===== src/rtl/cont_display_if.sv =====
// Counter-observation bus between the upstream 4-bit counter, the wrap/epoch
// tracker and the two-digit seven-segment display.
interface cont_display_if;
    logic [3:0] count_in;
    logic       load;
    logic       dir_up;
    logic       epoch_clr;
    logic       wrap_up;
    logic       wrap_dn;
    logic [3:0] epoch;
    logic [6:0] seg;
    logic [1:0] an;

    modport master (
        output count_in, load, dir_up, epoch_clr,
        input  wrap_up, wrap_dn, epoch, seg, an
    );

    modport slave (
        input  count_in, load, dir_up, epoch_clr,
        output wrap_up, wrap_dn, epoch, seg, an
    );
endinterface


===== src/rtl/cont_display.sv =====
// Watches an upstream 4-bit counter for F->0 / 0->F wraps, keeps a modulo-16
// epoch of them and multiplexes count (low digit) and epoch (high digit) onto a display.
module cont_display #(
    parameter int unsigned REFRESH_DIV = 1000
) (
    input logic            ck,
    input logic            reset,
    cont_display_if.slave  bus
);
    localparam logic [15:0] DIV_M1 = 16'(REFRESH_DIV - 1);

    logic [3:0]  prev_q, prev_d;
    logic        load_q, load_d;
    logic        dir_q, dir_d;
    logic        valid_q, valid_d;
    logic        wrap_up_q, wrap_up_d;
    logic        wrap_dn_q, wrap_dn_d;
    logic [3:0]  epoch_q, epoch_d;
    logic [15:0] refresh_q, refresh_d;
    logic        sel_q, sel_d;
    logic [6:0]  seg_q, seg_d;
    logic [1:0]  an_q, an_d;
    logic [3:0]  disp_val;

    function automatic logic [6:0] hex7(input logic [3:0] v);
        case (v)
            4'h0: hex7 = 7'b1000000;
            4'h1: hex7 = 7'b1111001;
            4'h2: hex7 = 7'b0100100;
            4'h3: hex7 = 7'b0110000;
            4'h4: hex7 = 7'b0011001;
            4'h5: hex7 = 7'b0010010;
            4'h6: hex7 = 7'b0000010;
            4'h7: hex7 = 7'b1111000;
            4'h8: hex7 = 7'b0000000;
            4'h9: hex7 = 7'b0010000;
            4'hA: hex7 = 7'b0001000;
            4'hB: hex7 = 7'b0000011;
            4'hC: hex7 = 7'b1000110;
            4'hD: hex7 = 7'b0100001;
            4'hE: hex7 = 7'b0000110;
            default: hex7 = 7'b0001110;
        endcase
    endfunction

    always_comb begin
        prev_d  = bus.count_in;
        load_d  = bus.load;
        dir_d   = bus.dir_up;
        valid_d = 1'b1;

        // load_q/dir_q are the controls that produced the change now visible on count_in
        wrap_up_d = valid_q && (prev_q == 4'hF) && (bus.count_in == 4'h0) && !load_q && dir_q;
        wrap_dn_d = valid_q && (prev_q == 4'h0) && (bus.count_in == 4'hF) && !load_q && !dir_q;

        epoch_d = epoch_q;
        if (bus.epoch_clr)
            epoch_d = 4'h0;
        else if (wrap_up_d)
            epoch_d = epoch_q + 4'h1;
        else if (wrap_dn_d)
            epoch_d = epoch_q - 4'h1;

        refresh_d = refresh_q + 16'd1;
        sel_d     = sel_q;
        if (refresh_q == DIV_M1) begin
            refresh_d = 16'd0;
            sel_d     = ~sel_q;
        end

        disp_val = sel_q ? epoch_q : prev_q;
        seg_d    = hex7(disp_val);
        an_d     = sel_q ? 2'b01 : 2'b10;
    end

    always_ff @(posedge ck) begin
        if (reset) begin
            prev_q    <= 4'h0;
            load_q    <= 1'b0;
            dir_q     <= 1'b0;
            valid_q   <= 1'b0;
            wrap_up_q <= 1'b0;
            wrap_dn_q <= 1'b0;
            epoch_q   <= 4'h0;
            refresh_q <= 16'd0;
            sel_q     <= 1'b0;
            seg_q     <= 7'b1000000;
            an_q      <= 2'b10;
        end else begin
            prev_q    <= prev_d;
            load_q    <= load_d;
            dir_q     <= dir_d;
            valid_q   <= valid_d;
            wrap_up_q <= wrap_up_d;
            wrap_dn_q <= wrap_dn_d;
            epoch_q   <= epoch_d;
            refresh_q <= refresh_d;
            sel_q     <= sel_d;
            seg_q     <= seg_d;
            an_q      <= an_d;
        end
    end

    assign bus.wrap_up = wrap_up_q;
    assign bus.wrap_dn = wrap_dn_q;
    assign bus.epoch   = epoch_q;
    assign bus.seg     = seg_q;
    assign bus.an      = an_q;
endmodule


===== src/flat_wrapper.sv =====
// flat-port wrapper written by rule: the top's interface ports become plain ports
module cont_display_flat 
#(
    parameter int unsigned REFRESH_DIV = 1000
)
  (ck, reset, bus_count_in, bus_load, bus_dir_up, bus_epoch_clr, bus_wrap_up, bus_wrap_dn, bus_epoch, bus_seg, bus_an);
  cont_display_if bus_i ();
  input logic ck;
  input logic reset;
  input wire logic [$bits(bus_i.count_in)-1:0] bus_count_in;
  input wire logic [$bits(bus_i.load)-1:0] bus_load;
  input wire logic [$bits(bus_i.dir_up)-1:0] bus_dir_up;
  input wire logic [$bits(bus_i.epoch_clr)-1:0] bus_epoch_clr;
  output wire logic [$bits(bus_i.wrap_up)-1:0] bus_wrap_up;
  output wire logic [$bits(bus_i.wrap_dn)-1:0] bus_wrap_dn;
  output wire logic [$bits(bus_i.epoch)-1:0] bus_epoch;
  output wire logic [$bits(bus_i.seg)-1:0] bus_seg;
  output wire logic [$bits(bus_i.an)-1:0] bus_an;
  assign bus_i.count_in = bus_count_in;
  assign bus_i.load = bus_load;
  assign bus_i.dir_up = bus_dir_up;
  assign bus_i.epoch_clr = bus_epoch_clr;
  assign bus_wrap_up = bus_i.wrap_up;
  assign bus_wrap_dn = bus_i.wrap_dn;
  assign bus_epoch = bus_i.epoch;
  assign bus_seg = bus_i.seg;
  assign bus_an = bus_i.an;
  cont_display #(.REFRESH_DIV(REFRESH_DIV)) u_core (.ck(ck), .reset(reset), .bus(bus_i));
endmodule

===== config.mk =====
export PLATFORM = sky130hd
export DESIGN_NAME = cont_display_flat
export DESIGN_NICKNAME = d
export VERILOG_FILES = /design/src/rtl/cont_display_if.sv /design/src/rtl/cont_display.sv /design/src/flat_wrapper.sv
export SDC_FILE = /design/constraint.sdc
export NUM_CORES = 1
export LEC_CHECK = 0
export CAP_MARGIN = 15
export CORE_MARGIN = 2
export CORE_UTILIZATION = 30
export DETAILED_ROUTE_END_ITERATION = 10
export DONT_BUFFER_PORTS = 1
export GPL_TIMING_DRIVEN = 0
export SYNTH_ARGS = -nofsm -noshare
export SYNTH_HDL_FRONTEND = slang
export SYNTH_SLANG_ARGS = --single-unit

===== constraint.sdc =====
create_clock -name ck -period 2.98 [get_ports ck]
set_clock_uncertainty 0.2 [all_clocks]
set_input_delay 0.596 -clock ck [delete_from_list [all_inputs] [get_ports ck]]
set_output_delay 0.596 -clock ck [all_outputs]
set_load 0.005 [all_outputs]

==> flow_summary.toml, run 1 <==
[synthesis]
synth_nets = 211
synth_top_area_share_pct = 42.6
synth_warnings = 0
yosysUniqueCellTypes = 41
synth_edf_count = 0
syn_area_per_cell_sq_um = 9.54
synth_top_cell_by_area = "dfxtp_1"
ys_top_cells_by_area = "dfxtp_1, ha_1, nor2_1"
syn_inst = 192
netlist_area_sq_mm = 0.00183
synth.yosys.seq_area_share_pct = 42.6
async_flop_share_pct = 0
ys_seq_elements = 39
synthFlopType = "dfxtp_1"

[pwr]
switching_share_pct = 21.3
p_leak_nw = 0.794
pwr-share-seq_pct = 48.0
internal_power_mw = 0.895
powerDensity_mw_per_mm2 = 551
clkPwrFrac_pct = 46.4
net-switching-power_mw = 0.242
vdd_drop_max_v = 0.000318
combinationalPowerShare_pct = 5.6
fin_total_pwr_mw = 1.14

[setup_path]
r2r_cells = 7
start_kind = "flop"
critPathCaptureType = "flop"
cpMaxStageDelayCell = "mux2i_1"
rr_startpoint = "u_core.sel_q"
crit_family = "multiplexers"
rrSetupSlack_ps = 650
crit_fanout = 7
timing.rr.end = "u_core.bus.seg[4]"
arrival_ps = 2300
worstSetupStartpoint = "u_core.sel_q"
critPathKind = "flop to flop"
path_buf_inv = 2
worstPathCellList = "buf_2 -> mux2i_1 -> inv_1 -> ha_1 -> mux2_2 -> a21oi_1 -> nor2_1"
slowest_delay_ps = 570
critPathRequiredTime_ps = 2950

[place]
placed_cell_area_sq_mm = 0.00193
gp_congestion = 0.768
dpl.hpwl_microns = 2540
io_buffers = 0

[die]
core_area_sq_mm = 0.00592
dieArea_sq_mm = 0.00675
ios = 24
std_cell_rows = 28
die_height_microns = 82.1
initial_core_util_pct = 30.9
die_x_microns = 82.1

[layout]
nNetsFinal = 218
fillers = 594
drive_gt1_share_pct = 12.0
antenna_cells = 0
seq_area_sq_um = 781
design_area_sq_mm = 0.00206
syn_to_final_growth_pct = 12.6
multiInputGateArea_sq_um = 998

[clock_network]
cts_tree = "built"
cts-resized-gates = 0
htreeDepth = 2
clock_sink_count = 39
post-cts-setup-buffers = 0
path_clk_slew_ps = 80
root_buffer = "clkbuf_8"
numCtsBuffers = 5
holdBufCountCts = 0
insertion_delay_ps = 290
clockBufferDepth = 2

[drt]
dr.pass1.iters = 4
vias_per_cell = 4.97
antenna_left = 0
drtIter0Drc = 71
top_layer_used = "met4"
wl_met3_microns = 149
routedLengthMet1_microns = 1730
drcViolationCount = 0
drt-total-wl_microns = 3520
post_drt_wl_per_cell_microns = 12.8
met2WireLength_microns = 1530
vias = 1366

[global_routing]
grt_pass1_wl_microns = 6110
grtUsageTotal_pct = 12.0
overflow = 0
grt_pass1_vias = 1297
antenna_found_initial = 0
grt_start_max_net_pins = 14

[timing]
relSlewSlack_pct = 58.1
finalSetupViolations = 0
tightest_slew_ps = 610
rsz0062_at_grt = "no"
slew_viol_final = 0
finalSetupTns_ps = 0
max_freq_ghz = 0.429
fin_crit_sh_pct = 78.2
holdWs_ps = 223
hold_viol_final = 0
fin_crit_ps = 2330

[status]
status = "completed"

[flow_run]
maxCapViolCount = 0

[min_path]
hold_end = "u_core.load_q"
whs_path_depth = 1
hold_start = "bus_load"
min_path_type = "primary input to flop"
-- layer usage --
layer,track usage [%],vias to the layer above
met4,7.00,0
met3,3.59,10
met2,18.0,24
met5,0,-
met1,15.2,641
li1,-,691
-- flip-flops by register name (all words and copies together), names as in the netlist --
signal,cells
u_core.refresh_q,16
u_core.bus.seg,7
u_core.bus.epoch,4
u_core.prev_q,4
u_core.bus.an,2
u_core.bus.wrap_dn,1
u_core.bus.wrap_up,1
u_core.dir_q,1
u_core.load_q,1
u_core.sel_q,1
u_core.valid_q,1
-- worst max-delay path by stage --
stage | endpoint | slack (ps) | cells after the start
2_1_floorplan | u_core.bus.epoch[3] | 670 | 7
6_report | u_core.bus.seg[4] | 650 | 7
5_1_grt | u_core.bus.seg[4] | 550 | 7
4_1_cts | u_core.bus.seg[4] | 660 | 7
3_5_place_dp | u_core.bus.epoch[3] | 460 | 7
3_3_place_gp | u_core.bus.epoch[3] | 500 | 7
-- cell usage after synthesis (all sizes together) (2+ instances only) --
master / n
a211oi: 2
ha: 9
a31oi: 3
nand3b: 2
mux2i: 8
and4bb: 2
nor4: 4
nor2b: 7
a21oi: 5
nor2: 25
and4: 3
nand3: 11
mux2: 3
xnor2: 6
inv: 5
dfxtp: 39
buf: 4
clkbuf: 3
xor2: 10
nor3: 5
o21a: 2
and3: 4
nand4: 9
nand2: 10
-- per-stage QoR --
stage / util (%) / instances / setup WS (ps)
detailed placement: 32.5 / 267 / 462
global placement: 32.5 / 267 / 500
global route: 34.8 / 275 / 550
floorplan: - / 192 / 670
finish: 34.8 / 275 / 649
CTS: 34.8 / 275 / 663
-- final cells by class --
class / count / share of cell area, %
multi-input cells: 141 / 48.4
flip-flops and latches: 39 / 37.9
well taps: 75 / 4.55
clock buffers: 5 / 3.34
clock inverters: 3 / 3.28
plain buffers: 7 / 1.64
inverters: 5 / 0.910
-- cells in the final DEF, fill, tap and decap left out, types with 2 or more instances in the layout --
| cell type | instances |
|---|---|
| xnor2_1 | 6 |
| o21a_1 | 2 |
| a21oi_1 | 5 |
| and3_1 | 4 |
| nand4_1 | 7 |
| a211oi_1 | 2 |
| a31oi_1 | 3 |
| nand2_1 | 10 |
| dfxtp_1 | 39 |
| buf_2 | 3 |
| mux2_2 | 3 |
| nand4_2 | 2 |
| clkbuf_8 | 5 |
| and4_1 | 2 |
| nor3_1 | 5 |
| mux2i_1 | 7 |
| bufinv_16 | 2 |
| nand3b_1 | 2 |
| nor2b_1 | 7 |
| ha_1 | 9 |
| nand3_1 | 10 |
| and4bb_2 | 2 |
| nor2_1 | 24 |
| clkbuf_1 | 3 |
| xor2_1 | 10 |
| nor4_1 | 4 |
| inv_1 | 5 |
-- power groups by stage --
stage                     clock network, mW  logic, mW  registers (mW)
after global placement                    0     0.0624           0.558
after global routing                  0.564     0.0715           0.549
after floorplan                           0     0.0507           0.555
after CTS                             0.542     0.0636           0.546
final                                 0.528     0.0632           0.546
after detailed placement                  0     0.0633           0.559
-- kinds of logic after synthesis --
family,share of synthesized area (%)
adders and majority gates,7.24
xor gates and xnor gates,7.65
buffers and inverters,2.87
and+or+nand+nor,27.3
AOI/OAI and AO/OA,5.87
DFF,42.6
muxes,6.42
Power figures use the tool's default switching activity.
==> inputs of run 2 (changes only) <==
- clock period: 2.98 -> 2.3 ns (I/O delays scaled with it)
==> run 2 against run 1 <==
Setup slack got worse by 530 ps; critical endpoint unchanged; register-to-register slack lost 530 ps; via count is essentially flat; core utilization is 0.19 points higher; cell count decreased by 0.36%; first-iteration DRC count increased by 20%.
==> flow_summary.toml, run 2 (same netlist as run 1, synthesis figures left out) <==
[die]
die_x_microns = 82.1
initial_core_util_pct = 30.9
core_area_sq_mm = 0.00592
dieArea_sq_mm = 0.00675
die_height_microns = 82.1
ios = 24
std_cell_rows = 28

[drt]
drt-total-wl_microns = 3540
vias = 1365
drtIter0Drc = 85
routedLengthMet1_microns = 1750
dr.pass1.iters = 4
antenna_left = 0
top_layer_used = "met4"
post_drt_wl_per_cell_microns = 12.9
vias_per_cell = 4.98
met2WireLength_microns = 1520
drcViolationCount = 0
wl_met3_microns = 170

[pwr]
fin_total_pwr_mw = 1.47
combinationalPowerShare_pct = 5.6
pwr-share-seq_pct = 48.0
p_leak_nw = 0.797
internal_power_mw = 1.16
switching_share_pct = 21.3
powerDensity_mw_per_mm2 = 711
vdd_drop_max_v = 0.000412
clkPwrFrac_pct = 46.4
net-switching-power_mw = 0.313

[timing]
hold_viol_final = 0
fin_crit_sh_pct = 94.8
tightest_slew_ps = 514
relSlewSlack_pct = 64.8
max_freq_ghz = 0.459
slew_viol_final = 0
fin_crit_ps = 2180
rsz0062_at_grt = "no"
finalSetupViolations = 0

[clock_network]
holdBufCountCts = 0
clockBufferDepth = 2
cts_tree = "built"
root_buffer = "clkbuf_8"
insertion_delay_ps = 300
path_clk_slew_ps = 80
numCtsBuffers = 5
post-cts-setup-buffers = 0
htreeDepth = 2
clock_sink_count = 39
cts-resized-gates = 1

[layout]
top_register = "u_core.refresh_q"
nNetsFinal = 217
mostFrequentLayoutCells = "dfxtp_1, nor2_1, nand2_1, xor2_1, nand3_1"
instances_no_fill = 274
final_common_cell = "dfxtp_1"
drive_gt1_share_pct = 13.1
largest_reg_flops = 16
syn_to_final_growth_pct = 13.2
antenna_cells = 0

[setup_path]
critPathKind = "flop to flop"
crit_fanout = 7
start_kind = "flop"
critPathCaptureType = "flop"
critPathRequiredTime_ps = 2270
arrival_ps = 2150

[global_routing]
grt_start_max_net_pins = 14
grt_pass1_vias = 1297
grtUsageTotal_pct = 12.0
overflow = 0
antenna_found_initial = 0
grt_pass1_wl_microns = 6110

[place]
dpl.cell_count = 267
io_buffers = 0
dpl.hpwl_microns = 2540
gp_congestion = 0.768

[flow_run]
maxCapViolCount = 0

[min_path]
min_path_type = "primary input to flop"

[status]
status = "completed"
run 2: worst max-delay path, cell delays in order (launching register included):
cell and delay, ps:
dfxtp_1 310, buf_2 220, mux2i_2 450, inv_1 140, ha_1 270, mux2_2 270, a21oi_1 140, nor2_1 50
run 2: final timing paths:
kind	start	endpoint	slack, ps	cells after the start
hold reg to reg	u_core.refresh_q[0]	u_core.refresh_q[0]	280	1
setup reg to reg	u_core.sel_q	u_core.bus.seg[4]	120	7
hold / removal	bus_load	u_core.load_q	90	1
setup / recovery	u_core.sel_q	u_core.bus.seg[4]	120	7
run 2: cell type report:
type,instances,area (sq um)
plain buffers,6,30.0
multi-input cells,141,1010
inverters,5,18.8
clock inverters,3,67.6
flip-flops and latches,39,781
clock buffers,5,68.8
fillers,594,3850
well taps,75,93.8
run 2: routing by layer:
| layer | GRT usage, % | vias up |
|---|---|---|
| li1 | - | 689 |
| met1 | 15.2 | 635 |
| met2 | 18.0 | 33 |
| met3 | 3.59 | 8 |
| met4 | 7.00 | 0 |
| met5 | 0 | - |
run 2: stage by stage:
stage               instance area [sq um]  hold WS [ps]  TNS, ps  worst slack, ps  utilization, %
finish                               2070          87.4        0              120            35.0
global route                         2070          82.7        0             18.3            35.0
CTS                                  2070          76.5        0             62.7            34.9
detailed placement                   1930           276    -86.5            -81.6            32.5
global placement                     1930           261    -44.5            -43.9            32.5
floorplan                            1830           237        0              126               -
run 2: power by group through the flow:
stage / Combinational [mW] / Clock [mW] / Sequential [mW]
6_report: 0.0826 / 0.683 / 0.708
3_3_place_gp: 0.0808 / 0 / 0.723
4_1_cts: 0.0827 / 0.702 / 0.708
5_1_grt: 0.0937 / 0.730 / 0.712
2_1_floorplan: 0.0656 / 0 / 0.720
3_5_place_dp: 0.0821 / 0 / 0.724
==> inputs of run 3 (changes only) <==
- BUFFER_PORTS_ARGS: unset -> -buffer_cell sky130_fd_sc_hd__clkbuf_2
- DONT_BUFFER_PORTS: 1 -> unset
==> run 3 against run 2 <==
Core utilization is 1.3 points higher; count of clock-buffer cells in the layout is 1 higher; largest cell class unchanged; largest power group unchanged; cell count is 8.4% higher.
==> flow_summary.toml, run 3 (same netlist as run 1, synthesis figures left out) <==
[pwr]
fin_total_pwr_mw = 1.26
net-switching-power_mw = 0.307
internal_power_mw = 0.950
powerDensity_mw_per_mm2 = 585
combinationalPowerShare_pct = 7.9
switching_share_pct = 24.4
pwr-share-seq_pct = 56.2
p_leak_nw = 0.876
clkPwrFrac_pct = 35.8
vdd_drop_max_v = 0.000230

[timing]
relSlewSlack_pct = 64.2
tightest_slew_ps = 522
finalSetupViolations = 0
fin_crit_sh_pct = 94.2
hold_viol_final = 0
fin_crit_ps = 2170
rsz0062_at_grt = "no"
max_freq_ghz = 0.462
slew_viol_final = 0
holdWs_ps = 177

[layout]
drive_gt1_share_pct = 22.1
final_common_cell = "dfxtp_1"
mostFrequentLayoutCells = "dfxtp_1, nor2_1, clkbuf_2"
seq_area_sq_um = 781
multiInputGateArea_sq_mm = 0.00103
antenna_cells = 0
syn_to_final_growth_pct = 17.3
top_register = "u_core.refresh_q"
fillers = 611
nNetsFinal = 240
largest_reg_flops = 16

[clock_network]
clockBufferDepth = 2
clock_sink_count = 39
insertion_delay_ps = 290
root_buffer = "clkbuf_8"
holdBufCountCts = 0
post-cts-setup-buffers = 0
numCtsBuffers = 5
cts_tree = "built"
htreeDepth = 2
path_clk_slew_ps = 80
cts-resized-gates = 1

[setup_path]
crit_fanout = 12
start_kind = "flop"
arrival_ps = 2210
critPathCaptureType = "flop"
critPathRequiredTime_ps = 2340
critPathKind = "flop to flop"

[global_routing]
grt_start_max_net_pins = 13
antenna_found_initial = 0
grt_pass1_wl_microns = 6020
grtUsageTotal_pct = 11.6
grt_pass1_vias = 1301
overflow = 0

[drt]
drcViolationCount = 0
vias_per_cell = 4.80
drt-total-wl_microns = 3530
vias = 1427
post_drt_wl_per_cell_microns = 11.9
drtIter0Drc = 62
dr.pass1.iters = 5
antenna_left = 0

[status]
status = "completed"

[place]
gp_congestion = 0.778
dpl.hpwl_microns = 2490
io_buffers = 23

[die]
core_area_sq_mm = 0.00592
die_x_microns = 82.1
die_height_microns = 82.1
initial_core_util_pct = 30.9
std_cell_rows = 28
dieArea_sq_mm = 0.00675
ios = 24

[min_path]
min_path_type = "primary input to flop"

[flow_run]
maxCapViolCount = 0
run 3: final cells by class:
cell class / instances / area share (%)
Multi-Input combinational cell: 141 / 47.7
Timing Repair Buffer: 23 / 5.36
Tap cell: 75 / 4.37
Sequential cell: 39 / 36.3
Buffer: 6 / 1.40
Clock inverter: 2 / 0.582
Clock buffer: 6 / 3.38
Inverter: 5 / 0.873
run 3: power groups by stage:
stage               Combinational, mW  Sequential [mW]  Clock, mW
floorplan                      0.0656            0.720          0
global placement               0.0970            0.721          0
detailed placement             0.0985            0.722          0
CTS                            0.0993            0.706      0.468
global route                    0.114            0.709      0.501
finish                         0.0995            0.707      0.450
run 3: worst max-delay path, cell delays in order, from the launching register on:
cell	delay [ps]
dfxtp_1	390
and4bb_2	270
nand3_4	160
ha_1	400
nand3_1	140
nand2_1	110
or3b_1	350
nand3_1	80
run 3: worst paths after layout:
check	start	endpoint	slack [ps]	cells after the start
worst max-delay path	u_core.prev_q[3]	u_core.bus.epoch[3]	130	7
worst min register to register	u_core.refresh_q[0]	u_core.refresh_q[0]	280	1
worst max register to register	u_core.prev_q[3]	u_core.bus.epoch[3]	130	7
worst min-delay path	bus_dir_up	u_core.dir_q	180	2
run 3: per-layer routing:
| layer | vias to the layer above | track usage [%] | share of wire, % |
|---|---|---|---|
| met5 | - | 0 | 0 |
| met4 | 0 | 5.50 | 2.0 |
| met3 | 5 | 2.61 | 3.9 |
| met2 | 29 | 17.2 | 43 |
| met1 | 663 | 16.0 | 51 |
| li1 | 730 | - | - |
run 3: per-stage QoR:
step                instance area (sq um)  TNS (ps)  setup slack [ps]  utilization [%]  cells
finish                               2150         0               134             36.3    297
floorplan                            1830         0               126                -    192
CTS                                  2130         0              47.0             36.0    298
detailed placement                   2040      -201              -147             34.5    290
global placement                     2040      -146              -146             34.5    290
global route                         2150         0              28.0             36.3    297
